--- config.mk ---
export PLATFORM = sky130hd
export DESIGN_NAME = traffic_light_monitor
export DESIGN_NICKNAME = d
export VERILOG_FILES = /design/src/rtl/traffic_light_monitor.sv
export SDC_FILE = /design/constraint.sdc
export NUM_CORES = 1
export LEC_CHECK = 0
export CORE_UTILIZATION = 35
export DETAILED_ROUTE_END_ITERATION = 8
export PLACE_DENSITY_LB_ADDON = 0.12
export SLEW_MARGIN = 20
export SYNTH_ARGS = -nofsm -noshare
export SYNTH_HDL_FRONTEND = slang
export SYNTH_SLANG_ARGS = --single-unit
export TNS_END_PERCENT = 50
--- constraint.sdc ---
create_clock -name clk -period 2.5 [get_ports clk]
set_input_delay 0.5 -clock clk [delete_from_list [all_inputs] [get_ports clk]]
set_output_delay 0.5 -clock clk [all_outputs]
set_load 0.03 [all_outputs]
--- src/rtl/traffic_light_monitor.sv ---
// Passive protocol checker for the four-way traffic light buses.
// Tracks the served approach, counts phase/serve lengths and latches the first violation.
module traffic_light_monitor #(
    parameter int unsigned GREEN_MIN     = 4,
    parameter int unsigned GREEN_MAX     = 16,
    parameter int unsigned YELLOW_CYCLES = 2,
    parameter int unsigned CNT_W         = 8
) (
    input  logic             clk,
    input  logic             rst,
    input  logic [1:0]       n_lights,
    input  logic [1:0]       s_lights,
    input  logic [1:0]       e_lights,
    input  logic [1:0]       w_lights,
    input  logic             clr_fault,
    output logic             fault,
    output logic [2:0]       fault_code,
    output logic [1:0]       fault_dir,
    output logic             active_valid,
    output logic [1:0]       active_dir,
    output logic [CNT_W-1:0] phase_cnt,
    output logic [7:0]       serve_count
);

    typedef enum logic [1:0] {ST_ALL_RED, ST_GREEN, ST_YELLOW} state_e;
    typedef enum logic [2:0] {
        F_NONE, F_INVALID, F_CONFLICT, F_ILLEGAL_TRANS,
        F_GREEN_SHORT, F_GREEN_LONG, F_YELLOW_LEN
    } fault_e;

    localparam logic [1:0] RED = 2'b00;
    localparam logic [1:0] YEL = 2'b01;
    localparam logic [1:0] GRN = 2'b10;
    localparam logic [1:0] INV = 2'b11;

    localparam logic [CNT_W-1:0] GREEN_MIN_C = CNT_W'(GREEN_MIN);
    localparam logic [CNT_W-1:0] GREEN_MAX_C = CNT_W'(GREEN_MAX);
    localparam logic [CNT_W-1:0] YELLOW_C    = CNT_W'(YELLOW_CYCLES);
    localparam logic [CNT_W-1:0] CNT_SAT     = '1;

    state_e           state_q, state_d;
    fault_e           fcode_q, fcode_d;
    logic [1:0]       prev_q [4];
    logic [1:0]       prev_d [4];
    logic [1:0]       cur    [4];
    logic [1:0]       adir_q, adir_d, fdir_q, fdir_d;
    logic             avalid_q, avalid_d, fault_q, fault_d;
    logic [CNT_W-1:0] phase_q, phase_d;
    logic [7:0]       serve_q, serve_d;

    logic [2:0]       lit_cnt;
    logic [1:0]       first_lit, inv_dir, ill_dir, idx, a_cur;
    logic             inv_hit, ill_hit, g_short, g_long, y_len, same_phase;
    fault_e           new_code;
    logic [1:0]       new_dir;

    always_comb begin
        cur[0] = n_lights;
        cur[1] = s_lights;
        cur[2] = e_lights;
        cur[3] = w_lights;

        lit_cnt   = '0;
        first_lit = '0;
        inv_hit   = 1'b0;
        inv_dir   = '0;
        ill_hit   = 1'b0;
        ill_dir   = '0;
        idx       = '0;
        // Scan high-to-low so the last match left standing is the lowest index.
        for (int unsigned i = 0; i < 4; i++) begin
            idx = 2'(3 - i);
            prev_d[idx] = cur[idx];
            if (cur[idx] != RED) begin
                lit_cnt   = lit_cnt + 3'd1;
                first_lit = idx;
            end
            if (cur[idx] == INV) begin
                inv_hit = 1'b1;
                inv_dir = idx;
            end
            if ((prev_q[idx] == RED && cur[idx] == YEL) ||
                (prev_q[idx] == YEL && cur[idx] == GRN) ||
                (prev_q[idx] == GRN && cur[idx] == RED)) begin
                ill_hit = 1'b1;
                ill_dir = idx;
            end
        end

        a_cur   = cur[adir_q];
        g_short = (state_q == ST_GREEN) && (a_cur == YEL) && (phase_q < GREEN_MIN_C);
        g_long  = (state_q == ST_GREEN) && (a_cur == GRN) && (phase_q == GREEN_MAX_C);
        y_len   = (state_q == ST_YELLOW) &&
                  (((a_cur == RED) && (phase_q != YELLOW_C)) ||
                   ((a_cur == YEL) && (phase_q == YELLOW_C)));

        new_code = F_NONE;
        new_dir  = '0;
        if (inv_hit) begin
            new_code = F_INVALID;
            new_dir  = inv_dir;
        end else if (lit_cnt > 3'd1) begin
            new_code = F_CONFLICT;
            new_dir  = first_lit;
        end else if (ill_hit) begin
            new_code = F_ILLEGAL_TRANS;
            new_dir  = ill_dir;
        end else if (g_short) begin
            new_code = F_GREEN_SHORT;
            new_dir  = adir_q;
        end else if (g_long) begin
            new_code = F_GREEN_LONG;
            new_dir  = adir_q;
        end else if (y_len) begin
            new_code = F_YELLOW_LEN;
            new_dir  = adir_q;
        end

        // The FSM always resyncs to whatever a lone lit approach shows.
        state_d = ST_ALL_RED;
        if (lit_cnt == 3'd1) begin
            if (cur[first_lit] == GRN) begin
                state_d = ST_GREEN;
            end else if (cur[first_lit] == YEL) begin
                state_d = ST_YELLOW;
            end
        end

        avalid_d   = (lit_cnt == 3'd1);
        adir_d     = avalid_d ? first_lit : adir_q;
        same_phase = (state_d == state_q) && ((state_q == ST_ALL_RED) || (first_lit == adir_q));
        if (!same_phase) begin
            phase_d = CNT_W'(1);
        end else if (phase_q == CNT_SAT) begin
            phase_d = phase_q;
        end else begin
            phase_d = phase_q + CNT_W'(1);
        end
        serve_d = serve_q + 8'((state_q == ST_YELLOW) && (a_cur == RED));

        fault_d = fault_q;
        fcode_d = fcode_q;
        fdir_d  = fdir_q;
        if (clr_fault) begin
            fault_d = 1'b0;
            fcode_d = F_NONE;
            fdir_d  = '0;
        end
        if ((new_code != F_NONE) && !fault_d) begin
            fault_d = 1'b1;
            fcode_d = new_code;
            fdir_d  = new_dir;
        end
    end

    always_ff @(posedge clk or negedge rst) begin
        if (!rst) begin
            state_q  <= ST_ALL_RED;
            fcode_q  <= F_NONE;
            fault_q  <= 1'b0;
            fdir_q   <= '0;
            adir_q   <= '0;
            avalid_q <= 1'b0;
            phase_q  <= '0;
            serve_q  <= '0;
            for (int unsigned i = 0; i < 4; i++) begin
                prev_q[i] <= RED;
            end
        end else begin
            state_q  <= state_d;
            fcode_q  <= fcode_d;
            fault_q  <= fault_d;
            fdir_q   <= fdir_d;
            adir_q   <= adir_d;
            avalid_q <= avalid_d;
            phase_q  <= phase_d;
            serve_q  <= serve_d;
            for (int unsigned i = 0; i < 4; i++) begin
                prev_q[i] <= prev_d[i];
            end
        end
    end

    assign fault        = fault_q;
    assign fault_code   = fcode_q;
    assign fault_dir    = fdir_q;
    assign active_valid = avalid_q;
    assign active_dir   = adir_q;
    assign phase_cnt    = phase_q;
    assign serve_count  = serve_q;

endmodule
**Yosys cells after proc, flatten, opt, wreduce, memory -nomap -nowiden**

Index checks and enable logic that the tools add are counted.

- Multiplexer cells: 53
- Add/subtract/negate cells: 5
- Bitwise gates (word level): 2
- Equality and inequality tests: 34
- $lt $le $gt $ge: 4
- Reduce and logical (&&, ||, !) cells: 49

Operator list:

| operator | number |
|---|---|
| two-way mux 2 bit | 27 |
| two-way mux 3 bit | 11 |
| equality test 2 bit (second input constant) | 15 |
| equality test 2 x 1 -> 1 bit (second input constant) | 11 |
| logical AND 1 bit | 22 |
| logical NOT 2 bit | 10 |
| two-way mux 8 bit | 2 |
| two-way mux 1 bit | 11 |
| logical OR 1 bit | 10 |
| nonzero test 2 bit | 5 |
| adder 3 x 1 -> 3 bit (second input constant) | 3 |
| adder 8 x 1 -> 8 bit | 1 |
| adder 8 x 1 -> 8 bit (second input constant) | 1 |
| binary-select mux 2 bit (select 2 bit) | 2 |
| equality test 8 x 2 -> 1 bit (second input constant) | 1 |
| equality test 8 x 5 -> 1 bit (second input constant) | 1 |
| equality test 8 bit (second input constant) | 1 |
| less-than comparator 8 x 3 -> 1 bit (second input constant) | 1 |
| != test 8 x 2 -> 1 bit (second input constant) | 1 |
| greater-or-equal comparator 3 bit (second input constant) | 2 |
| NOT 2 -> 3 bit | 2 |
| equality test 2 bit | 2 |
| equality test 3 x 1 -> 1 bit (second input constant) | 1 |
| greater-than comparator 3 x 1 -> 1 bit (second input constant) | 1 |
| other kinds (3) | 3 |

- Flip-flop bits (word level): 35
- Logic and storage cells: 159

**Depth between registers and ports, before layout**

Gate-level depths: netlist of the first run.

- Word-level depth: 17
- Gate-level depth with buffers: 11
- Depth with buffers taken out: 10

**Worst setup path before layout of the first run**

Ideal clock, no wire load.

- Path type: input-to-reg
- From: input s_lights[0]
- To: register fdir_q[1], in the netlist fault_dir[1]
- Stages: 10
- Required time: 2.422 ns
- Buffers on the path: 2
- Slack: -0.657 ns
- Library setup time: 0.078 ns
- Data arrival time: 3.079 ns
- Path through: buf_2 nor2_1 clkbuf_1 xor2_1 ha_1 or3_1 o31a_1 or4b_1 o31ai_2 o2bb2ai_1

- Cells in the longest elaborated chain, start to end: 16
- Elaborated cells between the ends (all ways): 54
- Those cells by class: 1 x add/sub; 1 x order compare; 5 x eq/ne; 28 x mux; 19 x reduce/logical

RTL lines:

| what | line | RTL |
|---|---|---|
| start, declared | 12 | `input logic [1:0] s_lights,` |
| binary-select mux 2 bit (select 2 bit) | 90 | `a_cur = cur[adir_q];` |
| two-way mux 2 bit (not written as such) (2 in series) | 90 |  |
| equality test 2 x 1 -> 1 bit or logical NOT 2 bit (tied branches) | 91, 95, 94 |  |
| logical AND 1 bit (on tied branches) | 95, 94 |  |
| logical OR 1 bit | 94 | `(((a_cur == RED) && (phase_q != YELLOW_C)) \|\|` |
| logical AND 1 bit | 93 | `y_len = (state_q == ST_YELLOW) &&` |
| two-way mux 3 bit | 114 | `end else if (y_len) begin` |
| two-way mux 3 bit | 111 | `end else if (g_long) begin` |
| two-way mux 3 bit | 108 | `end else if (g_short) begin` |
| two-way mux 3 bit | 105 | `end else if (ill_hit) begin` |
| two-way mux 3 bit | 102 | `end else if (lit_cnt > 3'd1) begin` |
| two-way mux 3 bit | 99 | `if (inv_hit) begin` |
| nonzero test 3 bit | 149 | `if ((new_code != F_NONE) && !fault_d) begin` |
| logical AND 1 bit | 149 |  |
| two-way mux 2 bit or nonzero test 2 bit (tied branches) | -- |  |
| end signal, assigned | 173 | `fdir_q <= fdir_d;` |
| end, declared | 46 | `logic [1:0] adir_q, adir_d, fdir_q, fdir_d;` |

Several ways; a longest one is shown, not always the timed one. The select of a mux whose other input is x is not followed.
A chain may end at the register's enable or synchronous reset.

**Worst setup path in the final report of the first run**

- From: input e_lights[0]
- To: register fcode_q[1], in the netlist fault_code[1]

- Cells in the longest elaborated chain, start to end: 16
- Elaborated cells between the ends (all ways): 46
- Those cells by class: 2 x add/sub; 1 x order compare; 5 x eq/ne; 19 x mux; 19 x reduce/logical

RTL lines:

| what | line | RTL |
|---|---|---|
| start, declared | 13 | `input logic [1:0] e_lights,` |
| parallel branches: the longest is 12 deep, another holds adder 3 x 1 -> 3 bit | -- |  |
| two-way mux 3 bit * | 99 |  |
| nonzero test 3 bit | 149 |  |
| logical AND 1 bit | 149 |  |
| two-way mux 3 bit or nonzero test 2 bit (tied branches) | -- |  |
| end signal, assigned | 171 | `fcode_q <= fcode_d;` |
| end, declared | 42 | `fault_e fcode_q, fcode_d;` |

Mark *: on every way between the ends. The select of a mux whose other input is x is not followed.

==> impl_summary.log, run 1 <==
[metrics] vias after detailed routing: 2106
[metrics] maximum VDD drop: 0.0006138 V
[metrics] Cell Pwr Density: 677.0 mW/mm^2
[metrics] hold_ws: 0.3028 ns
[metrics] routed vias/inst: 5.386
[metrics] area added between synthesis and finish: 48.38%
[metrics] Max H-tree Level: 2
[metrics] adder-cell area share of the yosys netlist: 0.03411
[metrics] Clk network pwr share: 0.279
[metrics] routed wire length: 5.882 mm
[metrics] count of TritonRoute iterations in the first routing pass: 4
[metrics] minimum clock period after layout: 2.661 ns
[metrics] DP HPWL: 4.082 mm
[metrics] total I/O pin count: 36
[metrics] finished layout cell area: 0.003266 mm^2
[metrics] library cell contributing the largest single delay on the critical path: or4b_4
[metrics] cell count after placement: 374
[metrics] total of warnings raised by yosys: 0
[metrics] core area: 0.005991 mm^2
[metrics] Req. time, crit path: 2.72 ns
[metrics] post-detailed-route wirelength per cell: 15.04 um
[metrics] Startpoint Class: primary input
[metrics] violations in the final reports: setup timing
[metrics] internal power contribution: 1.449 mW
[metrics] sink count of the clock tree: 35
[metrics] combinational cell fraction of total power: 0.393
[metrics] max-slew violation count: 0
[metrics] number of nets with antenna violations after detailed routing: 0
[metrics] cell breakdown of the critical path: buf_8 > nor2_4 > xnor2_2 > xor2_2 > ha_4 > or3_4 > o31a_1 > or4b_4 > o31ai_4 > o2bb2ai_1
[metrics] data arrival time of the critical path: 2.88 ns
[metrics] crit-path max cell delay: 0.56 ns
[metrics] cell family contributing the most delay on the critical path: simple AND/OR/NAND/NOR gates
[metrics] Die X-Extent: 81.30 um
[metrics] Period Utilization, post-route: 1.064
[metrics] leakage power of the design: 1.390 nW
[metrics] instance area at placement: 0.002982 mm^2
[metrics] main flop type after synthesis: dfrtp_1
[metrics] CTS tree: built
[metrics] ant diodes: 0
[metrics] Final GP Congestion: 0.8310
[metrics] transition time of the tightest slew-check pin: 0.8508 ns
[metrics] Cell Area, Synth: 0.002201 mm^2
[metrics] layout cells sized above 1: 0.3165
[metrics] Max transition margin: 0.4328
[metrics] number of DRC markers after the initial detailed-route iteration: 102
[metrics] share of synthesized registers carrying an async set or reset: 1.000
[metrics] maximum number of buffers from clock root to sink: 2
[metrics] max-cap check violation count: 0
[metrics] top cells by area in the synthesized netlist: dfrtp_1 40%, a21oi_1 3.6%, ha_1 3.4%, nor4b_1 3.2%, nand2_1 3.1%
[metrics] simple-gate area share of the yosys netlist: 0.2604
[metrics] main combinational cell family by area after synthesis: simple AND/OR/NAND/NOR gates
[metrics] first-pass GRT wire length: 9.363 mm
[metrics] RSZ-0062 raised after global routing: true
[metrics] Switching Power: 761.6 uW
[metrics] commonest non-fill, non-tap cell in the layout: buf_4
[metrics] proportion of synthesized chip area in sequential cells: 0.3980
[metrics] instance count of the mapped netlist: 231
[metrics] Worst-Skew Late Latency: 0.29 ns
[metrics] number of nets produced by synthesis: 248
[metrics] number of distinct library cell variants in the gate-level netlist after synthesis: 58
[metrics] endpoint class of the critical path: register
[metrics] Synth area leader: dfrtp_1
[metrics] net switching share of the total power: 0.3445
[metrics] fraction of synthesized cell area taken by the top area cell type: 0.3980
[metrics] number of antenna violations at the first check in global routing: 0
[metrics] total overflow reported by the global router: 0
[metrics] final setup slack of the worst path: -0.1609 ns
[metrics] mean area per synthesized cell: 9.528 um^2
[metrics] sequential fraction of design power: 0.328
[metrics] Max Clock Skew: 0.006358 ns
[metrics] number of nets in the final layout: 332
[metrics] class of the tightest hold or removal check: in2async
[metrics] parity-gate share of the synthesized area counting xor and xnor cells: 0.05173
[metrics] critical path class: in2reg
[metrics] cell at the root of the clock tree: clkbuf_8
[metrics] portion of netlist area occupied by mux cells: 0.02501
[metrics] post-layout instance count excluding filler cells: 391
[metrics] overall die area: 0.006610 mm^2
[metrics] floorplan die height: 81.30 um
[metrics] num rows: 28
[metrics] total power after layout: 2.211 mW
[metrics] share of the synthesized area in compound gates (AO/OA/AOI/OAI): 0.1978
[metrics] largest net degree at the start of global routing: 36
[metrics] Hold Violations, Final: 0
[metrics] clock buffer count from CTS: 5
[metrics] Starting Density: 0.3674
[metrics] buffering stage count on the worst path with inverters included: 1
[metrics] number of flip-flops and latches in the synthesized netlist: 35
[metrics] most frequent cells in the layout: 50 x buf_4, 35 x dfrtp_1, 27 x clkdlybuf4s50_1
[metrics] final count of negative-setup-slack endpoints: 6
[metrics] Port Buffers: 35
[metrics] outcome: finished, violations left
[metrics] Post-synth EDFFs: 0
[metrics] clock transition time at the flip-flop clock pins of the worst setup and hold paths: 0.08 ns
[metrics] Highest Clock Rate: 375.8 MHz
[metrics] critical path fanouts, max: 3
[metrics] all-layer global routing usage: 0.1870
[metrics] via count of the first global-routing pass: 1947
[metrics] DRC errors left: 0
-- final timing paths --
kind	from	slack (ns)	cells past startpoint	to
setup / recovery	e_lights[0]	-0.16	10	fault_code[1]$_DFFE_PN0P_
hold / removal	rst	0.30	1	prev_q[0]$_DFF_PN0_
setup reg to reg	active_dir[1]$_DFFE_PN0P_	0.20	7	fault_code[1]$_DFFE_PN0P_
hold reg to reg	serve_count[7]$_DFF_PN0_	0.47	1	serve_count[7]$_DFF_PN0_
max in group asynchronous	rst	1.65	1	active_dir[0]$_DFFE_PN0P_
min in group clk	w_lights[1]	0.46	2	prev_q[1]$_DFF_PN0_
-- metal layers --
metal	share of wire	wire length (um)	global-route usage	vias up
met2	0.48	2834	0.2817	36
met5	0	0	0	-
li1	-	-	-	1031
met4	0.0068	40	0.04286	0
met1	0.48	2826	0.2706	1035
met3	0.031	180	0.04045	4
-- layout make-up --
cell class              count  area [um^2]
flip-flops and latches     35        875.8
well taps                  75        93.84
clock buffers               6        72.57
clock inverters             2        60.06
multi-input cells         179         1381
repair buffers             88        759.5
inverters                   6        22.52
fillers                   554         2725
-- flip-flops by register name, summed over array words and instances (netlist names) --
register,count
fault_code,3
state_q,2
active_valid,1
prev_q,8
phase_cnt,8
fault_dir,2
fault,1
active_dir,2
serve_count,8
-- cells in the mapped netlist, types with 3 or more instances --
cell       count
nor4bb_1       4
xnor2_1        7
nand4_1        4
ha_1           6
nor4b_1        8
xor2_1         6
and3_1         4
nand2_1       18
inv_1          6
buf_2          7
dfrtp_1       35
nor4_1         4
clkbuf_1       3
nor2b_1        3
o21bai_1       4
o2bb2ai_1      3
nor2_1        13
nand3_1       11
a21oi_1       16
a211o_1        3
nor3_1         7
nand2b_1       3
or2_2          3
o21ai_0        9
-- kinds of logic (layout without fill, tap and decap cells) --
logic type | count (synthesis) | after routing
compound gates | 62 | 62
xor+xnor | 13 | 13
mux | 3 | 3
fa+ha+maj | 6 | 6
buf+inv | 17 | 102
flops | 35 | 35
simple gates | 95 | 95
-- stage by stage --
stage	util	setup TNS [ns]	setup slack (ns)
after floorplan	-	-2.229	-0.4343
after global placement	0.4977	-13.83	-0.8766
after detailed placement	0.4977	-14.58	-0.9474
after CTS	0.5322	-0.4019	-0.1222
after global routing	0.5451	-1.479	-0.2483
final	0.5451	-0.6534	-0.1609
-- power by group through the flow --
stage / clock network (mW) / registers (mW) / logic, mW
6_report: 0.617 / 0.725 / 0.868
4_1_cts: 0.636 / 0.726 / 0.832
3_5_place_dp: 0 / 0.738 / 0.808
3_3_place_gp: 0 / 0.737 / 0.803
5_1_grt: 0.658 / 0.739 / 0.939
2_1_floorplan: 0 / 0.882 / 0.324
-- worst register-to-register path, cell delays in order (launching register included) --
cell	delay, ns
dfrtp_1	0.47
mux4_2	0.60
nor4_1	0.31
or4_4	0.20
nand3_4	0.09
buf_4	0.15
o31ai_4	0.27
o2bb2ai_1	0.15
-- repair_timing --
action / in CTS / in global routing
hold buffers: 0 / 0
endpoints found under the setup margin: 21 / 15
gates resized for setup: 39 / 14
pin swaps: 13 / 6
setup buffers: 7 / 2
(Power assumes the default switching activity.)
==> inputs of run 2 (changes only) <==
CAP_MARGIN = 20   (was default)
CORE_UTILIZATION = 25   (was 35)
GPL_ROUTABILITY_DRIVEN = 0   (was default)
==> run 2 against run 1 <==
The flow still finishes with violations (setup timing). Critical path depth is the same. Global-route usage is 4.3 points lower. Sequential cell count is the same. Setup slack improved by 0.086 ns. Routed wire length is 3.1% higher. Clock power shrank 11%. Sequential share of layout area fell by 0.28 points. Register-to-register slack is essentially flat. Final cell count grew 9.2%. Utilization down 15 points. Critical endpoint is now fault_dir[1]$_DFFE_PN0P_.
==> impl_summary.log, run 2 (same netlist as run 1, synthesis figures left out) <==
[metrics] Cell Pwr Density: 647.2 mW/mm^2 (-4.4%)
[metrics] maximum number of buffers from clock root to sink: 2 (unchanged)
[metrics] worst r2r src: phase_cnt[3]$_DFFE_PN0P_
[metrics] routed wire length: 6.067 mm (+3.1%)
[metrics] outcome: finished, violations left
[metrics] critical path class: in2reg
[metrics] overall die area: 0.009182 mm^2 (+39%)
[metrics] Max Clock Skew: 0.01239 ns (+0.006031 ns)
[metrics] count of TritonRoute iterations in the first routing pass: 4 (unchanged)
[metrics] area added between synthesis and finish: 49.97%
[metrics] instance area at placement: 0.003072 mm^2 (+3.0%)
[metrics] number of nets with antenna violations after detailed routing: 0 (unchanged)
[metrics] Req. time, crit path: 2.71 ns (about the same)
[metrics] maximum VDD drop: 0.0004895 V (-20%)
[metrics] Startpoint Class: primary input
[metrics] floorplan die height: 95.83 um (+18%)
[metrics] clock buffer count from CTS: 5 (unchanged)
[metrics] finished layout cell area: 0.003301 mm^2 (+1.1%)
[metrics] Worst-Skew Late Latency: 0.29 ns (about the same)
[metrics] Max transition margin: 0.4674 (+0.03455)
[metrics] Max H-tree Level: 2 (unchanged)
[metrics] final setup slack of the worst path: -0.07496 ns (+0.08598 ns)
[metrics] class of the tightest hold or removal check: in2async
[metrics] total overflow reported by the global router: 0 (unchanged)
[metrics] crit-path max cell delay: 0.56 ns (about the same)
[metrics] post-detailed-route wirelength per cell: 14.21 um (-5.6%)
[metrics] layout cells sized above 1: 0.3230 (+0.006526)
[metrics] ant diodes: 0 (unchanged)
[metrics] RSZ-0062 raised after global routing: true
[metrics] violations in the final reports: setup timing
[metrics] transition time of the tightest slew-check pin: 0.7990 ns (-0.05183 ns)
[metrics] cell at the root of the clock tree: clkbuf_8
[metrics] number of antenna violations at the first check in global routing: 0 (unchanged)
[metrics] cell family contributing the most delay on the critical path: simple AND/OR/NAND/NOR gates
[metrics] cell breakdown of the critical path: buf_8 > nor2_4 > xnor2_2 > xor2_2 > ha_4 > or3_4 > o31a_1 > or4b_4 > o31ai_4 > o2bb2ai_1
[metrics] most frequent cells in the layout: 58 x buf_4, 35 x dfrtp_1, 28 x clkdlybuf4s50_1
[metrics] max-slew violation count: 0 (unchanged)
[metrics] endpoint class of the critical path: register
[metrics] largest net degree at the start of global routing: 36 (unchanged)
[metrics] Hold Violations, Final: 0 (unchanged)
[metrics] clock transition time at the flip-flop clock pins of the worst setup and hold paths: 0.08 ns (about the same)
[metrics] routed metal-1 wirelength: 3.008 mm (+6.4%)
[metrics] number of nets in the final layout: 338 (+1.8%)
[metrics] DRC errors left: 0 (unchanged)
[metrics] number of DRC markers after the initial detailed-route iteration: 53 (-48%)
[metrics] via count of the first global-routing pass: 2016 (+3.5%)
[metrics] detailed-routed wire length on met2: 2.734 mm (-3.5%)
[metrics] total I/O pin count: 36 (unchanged)
[metrics] library cell contributing the largest single delay on the critical path: or4b_4
[metrics] highest metal layer with signal wires: met4
[metrics] core area: 0.008382 mm^2 (+40%)
[metrics] leakage power of the design: 1.411 nW (+1.5%)
[metrics] sink count of the clock tree: 35 (unchanged)
[metrics] vias after detailed routing: 2078 (-1.3%)
[metrics] end of the worst register-to-register path: fault_code[0]$_DFFE_PN0P_
[metrics] total power after layout: 2.136 mW (-3.4%)
[metrics] commonest non-fill, non-tap cell in the layout: buf_4
[metrics] Starting Density: 0.2626 (-0.1048)
[metrics] all-layer global routing usage: 0.1440 (-0.04298)
[metrics] CTS tree: built
[metrics] num rows: 33 (+18%)
[metrics] data arrival time of the critical path: 2.79 ns (-0.09 ns)
[metrics] depth of the worst register-to-register path: 6 (-1)
[metrics] Port Buffers: 35 (unchanged)
[metrics] Period Utilization, post-route: 1.030 (-0.03439)
[metrics] hold_ws: 0.2818 ns (-0.02099 ns)
[metrics] final count of negative-setup-slack endpoints: 4 (-2)
[metrics] first-pass GRT wire length: 10.08 mm (+7.7%)
[metrics] buffering stage count on the worst path with inverters included: 1 (unchanged)
[metrics] DP HPWL: 4.558 mm (+12%)
[metrics] routed vias/inst: 4.867 (-9.6%)
[metrics] Highest Clock Rate: 388.4 MHz (+3.3%)
[metrics] wire length on met3: 277 um (+54%)
[metrics] max-cap check violation count: 0 (unchanged)
[metrics] critical path fanouts, max: 3 (unchanged)
[metrics] minimum clock period after layout: 2.575 ns (-0.08598 ns)
[metrics] Reg2Reg Setup Slack: 0.20 ns (about the same)
[metrics] Die X-Extent: 95.83 um (+18%)
run 2: changes by cell type in the layout (fill, tap and decap cells not counted), sizes merged:
cell | before | now
clkdlybuf4s50 | 27 | 28
bufinv | 2 | 1
buf | 60 | 66
clkinv | 0 | 1
dlymetal6s2s | 1 | 0
run 2: repair_timing:
action | CTS | global route
hold buffers | 0 | 0
endpoints found under the setup margin | 24 | 16
resized for setup | 34 | 11
pin swaps | 13 | 5
setup buffers | 5 | 4
run 2: power breakdown:
part | leakage (nW) | switching, mW | internal (mW)
sequential | 0.447 | 0.0828 | 0.647
combinational | 0.902 | 0.457 | 0.402
clock | 0.0612 | 0.224 | 0.323
run 2: layout make-up:
cell class	instances	area, um^2
Sequential cell	35	875.8
Inverter	6	22.52
Clock inverter	2	35.03
Clock buffer	6	82.58
Fill cell	862	5081
Timing Repair Buffer	94	794.5
Tap cell	105	131.4
Multi-Input combinational cell	179	1359
run 2: how the worst max path moves through the flow:
stage	startpoint	to	slack (ns)	cells after the start
detailed placement	w_lights[0]	fault_dir[1]$_DFFE_PN0P_	-0.90	10
global placement	w_lights[0]	fault_code[1]$_DFFE_PN0P_	-0.86	10
global route	e_lights[0]	fault_code[1]$_DFFE_PN0P_	-0.13	10
CTS	e_lights[0]	fault_dir[1]$_DFFE_PN0P_	-0.06	10
finish	e_lights[0]	fault_dir[1]$_DFFE_PN0P_	-0.07	10
floorplan	e_lights[1]	fault_code[1]$_DFFE_PN0P_	-0.43	10
run 2: metrics by stage:
stage,util,std cells,TNS (ns),setup WS (ns)
CTS,0.3854,424,-0.2091,-0.06119
finish,0.3938,427,-0.2519,-0.07496
floorplan,-,231,-2.229,-0.4343
detailed placement,0.3665,411,-15.01,-0.8997
global route,0.3938,427,-0.4878,-0.1321
global placement,0.3665,411,-14.30,-0.8595
run 2: per-layer routing:
metal | vias to the layer above | track usage
li1 | 1047 | -
met1 | 992 | 0.2051
met2 | 35 | 0.2232
met3 | 4 | 0.02923
met4 | 0 | 0.03358
met5 | - | 0
==> inputs of run 3 (changes only) <==
SKIP_CTS_REPAIR_TIMING = 1   (was default)
==> run 3 against run 2 <==
The run still ends with setup timing left. Sequential cell count did not move. Global-route usage is 0.15 points lower. Clock power hardly changed. Sequential share of layout area is 0.15 points higher. Maximum frequency up 0.24%. Total power decreased by 0.29%. Utilization decreased by 0.22 points.
==> impl_summary.log, run 3 (same netlist as run 1, synthesis figures left out) <==
[metrics] clock buffer count from CTS: 5 (unchanged)
[metrics] dpl ws: -0.8997 ns (unchanged)
[metrics] internal power contribution: 1.369 mW (-0.26%)
[metrics] Worst-Skew Late Latency: 0.29 ns (about the same)
[metrics] violations in the final reports: setup timing
[metrics] max-slew violation count: 0 (unchanged)
[metrics] total I/O pin count: 36 (unchanged)
[metrics] critical path fanouts, max: 3 (unchanged)
[metrics] net switching share of the total power: 0.3574 (about the same)
[metrics] sink count of the clock tree: 35 (unchanged)
[metrics] cell breakdown of the critical path: buf_8 > nor2_4 > xnor2_2 > xor2_2 > ha_4 > or3_4 > o31a_1 > or4b_4 > o31ai_4 > o2bb2ai_1
[metrics] Reg2Reg Setup Slack: 0.20 ns (about the same)
[metrics] commonest non-fill, non-tap cell in the layout: buf_4
[metrics] number of nets in the final layout: 335 (-0.89%)
[metrics] end of the worst register-to-register path: fault_code[0]$_DFFE_PN0P_
[metrics] maximum VDD drop: 0.0004897 V (about the same)
[metrics] buffering stage count on the worst path with inverters included: 1 (unchanged)
[metrics] number of DRC markers after the initial detailed-route iteration: 52 (-1.9%)
[metrics] DRC errors left: 0 (unchanged)
[metrics] all-layer global routing usage: 0.1425 (-0.001509)
[metrics] post-detailed-route wirelength per cell: 14.25 um (+0.31%)
[metrics] Cell Pwr Density: 649.0 mW/mm^2 (+0.28%)
[metrics] sequential fraction of design power: 0.342 (about the same)
[metrics] largest net degree at the start of global routing: 36 (unchanged)
[metrics] vias after detailed routing: 2089 (+0.53%)
[metrics] destination of the critical timing path: fault_dir[1]$_DFFE_PN0P_
[metrics] ant diodes: 0 (unchanged)
[metrics] Max transition margin: 0.4716 (+0.004255)
[metrics] crit-path max cell delay: 0.56 ns (about the same)
[metrics] Clk network pwr share: 0.256 (about the same)
[metrics] total power after layout: 2.130 mW (-0.29%)
[metrics] Req. time, crit path: 2.71 ns (about the same)
[metrics] first-pass GRT wire length: 9.984 mm (-0.95%)
[metrics] routed wire length: 6.043 mm (-0.40%)
[metrics] leakage power of the design: 1.398 nW (-0.93%)
[metrics] max-cap check violation count: 0 (unchanged)
[metrics] Max Clock Skew: 0.01193 ns (-0.0004642 ns)
[metrics] Switching Power: 761.1 uW (-0.35%)
[metrics] Port Buffers: 35 (unchanged)
[metrics] utilization after layout: 0.3916 (-0.002239)
[metrics] depth of the worst register-to-register path: 6 (unchanged)
[metrics] overall die area: 0.009182 mm^2 (unchanged)
[metrics] routed vias/inst: 4.927 (+1.2%)
[metrics] via count of the first global-routing pass: 2008 (-0.40%)
[metrics] Die X-Extent: 95.83 um (unchanged)
[metrics] endpoint class of the critical path: register
[metrics] depth of the critical timing path with buffers and inverters included: 10 (unchanged)
[metrics] Max H-tree Level: 2 (unchanged)
[metrics] Period Utilization, post-route: 1.028 (-0.002455)
[metrics] number of nets with antenna violations after detailed routing: 0 (unchanged)
[metrics] floorplan die height: 95.83 um (unchanged)
[metrics] cell at the root of the clock tree: clkbuf_8
[metrics] total overflow reported by the global router: 0 (unchanged)
[metrics] worst r2r src: phase_cnt[3]$_DFFE_PN0P_
[metrics] num rows: 33 (unchanged)
[metrics] RSZ-0062 raised after global routing: true
[metrics] transition time of the tightest slew-check pin: 0.7926 ns (-0.006382 ns)
[metrics] core area: 0.008382 mm^2 (unchanged)
[metrics] CTS tree: built
[metrics] clock transition time at the flip-flop clock pins of the worst setup and hold paths: 0.08 ns (about the same)
[metrics] Starting Density: 0.2626 (unchanged)
[metrics] final setup slack of the worst path: -0.06882 ns (+0.006138 ns)
[metrics] outcome: finished, violations left
[metrics] Startpoint Class: primary input
[metrics] Hold Violations, Final: 0 (unchanged)
[metrics] count of TritonRoute iterations in the first routing pass: 4 (unchanged)
[metrics] timing startpoint of the critical path: e_lights[0]
[metrics] class of the tightest hold or removal check: in2async
[metrics] cell family contributing the most delay on the critical path: simple AND/OR/NAND/NOR gates
[metrics] final count of negative-setup-slack endpoints: 4 (unchanged)
[metrics] library cell contributing the largest single delay on the critical path: or4b_4
[metrics] data arrival time of the critical path: 2.78 ns (about the same)
[metrics] maximum number of buffers from clock root to sink: 2 (unchanged)
[metrics] number of antenna violations at the first check in global routing: 0 (unchanged)
[metrics] minimum clock period after layout: 2.569 ns (-0.006138 ns)
[metrics] finished layout cell area: 0.003282 mm^2 (-0.57%)
[metrics] most frequent cells in the layout: 54 x buf_4, 35 x dfrtp_1, 28 x clkdlybuf4s50_1
[metrics] layout cells sized above 1: 0.3166 (-0.006367)
[metrics] DP HPWL: 4.558 mm (unchanged)
[metrics] instance area at placement: 0.003072 mm^2 (unchanged)
[metrics] Highest Clock Rate: 389.3 MHz (+0.24%)
[metrics] critical path class: in2reg
[metrics] combinational cell fraction of total power: 0.402 (about the same)
[metrics] area added between synthesis and finish: 49.12%
[run 3: through the flow]
stage	instances	TNS (ns)	hold WS, ns
6_report	424	-0.2361	0.2819
5_1_grt	424	-0.4932	0.3579
4_1_cts	419	-7.460	0.3230
3_5_place_dp	411	-15.01	0.4662
3_3_place_gp	411	-14.30	0.4609
2_1_floorplan	231	-2.229	0.2044
[run 3: worst min path at each step]
stage / start / to / cells past startpoint
2_1_floorplan: rst / active_dir[0]$_DFFE_PN0P_ / 0
3_3_place_gp: serve_count[7]$_DFF_PN0_ / serve_count[7]$_DFF_PN0_ / 1
3_5_place_dp: serve_count[7]$_DFF_PN0_ / serve_count[7]$_DFF_PN0_ / 1
4_1_cts: rst / phase_cnt[3]$_DFFE_PN0P_ / 1
5_1_grt: rst / phase_cnt[2]$_DFFE_PN0P_ / 1
6_report: rst / phase_cnt[2]$_DFFE_PN0P_ / 1
[run 3: layer usage]
metal | track usage | routed length [um] | vias up
li1 | - | - | 1041
met1 | 0.2036 | 3094 | 1017
met2 | 0.2196 | 2715 | 27
met3 | 0.02923 | 186 | 4
met4 | 0.03358 | 46 | 0
met5 | 0 | 0 | -
[run 3: power by group through the flow]
stage / clock network [mW] / logic [mW] / registers (mW)
2_1_floorplan: 0 / 0.324 / 0.882
3_3_place_gp: 0 / 0.835 / 0.740
3_5_place_dp: 0 / 0.834 / 0.738
4_1_cts: 0.559 / 0.838 / 0.728
5_1_grt: 0.586 / 0.939 / 0.747
6_report: 0.545 / 0.856 / 0.729
[run 3: cell type report]
type | count | area, um^2
clock inverter | 2 | 35.03
multi-input combinational | 179 | 1359
sequential | 35 | 875.8
inverter | 6 | 22.52
clock buffer | 6 | 82.58
tap | 105 | 131.4
fill | 865 | 5100
timing repair buffer | 91 | 775.7
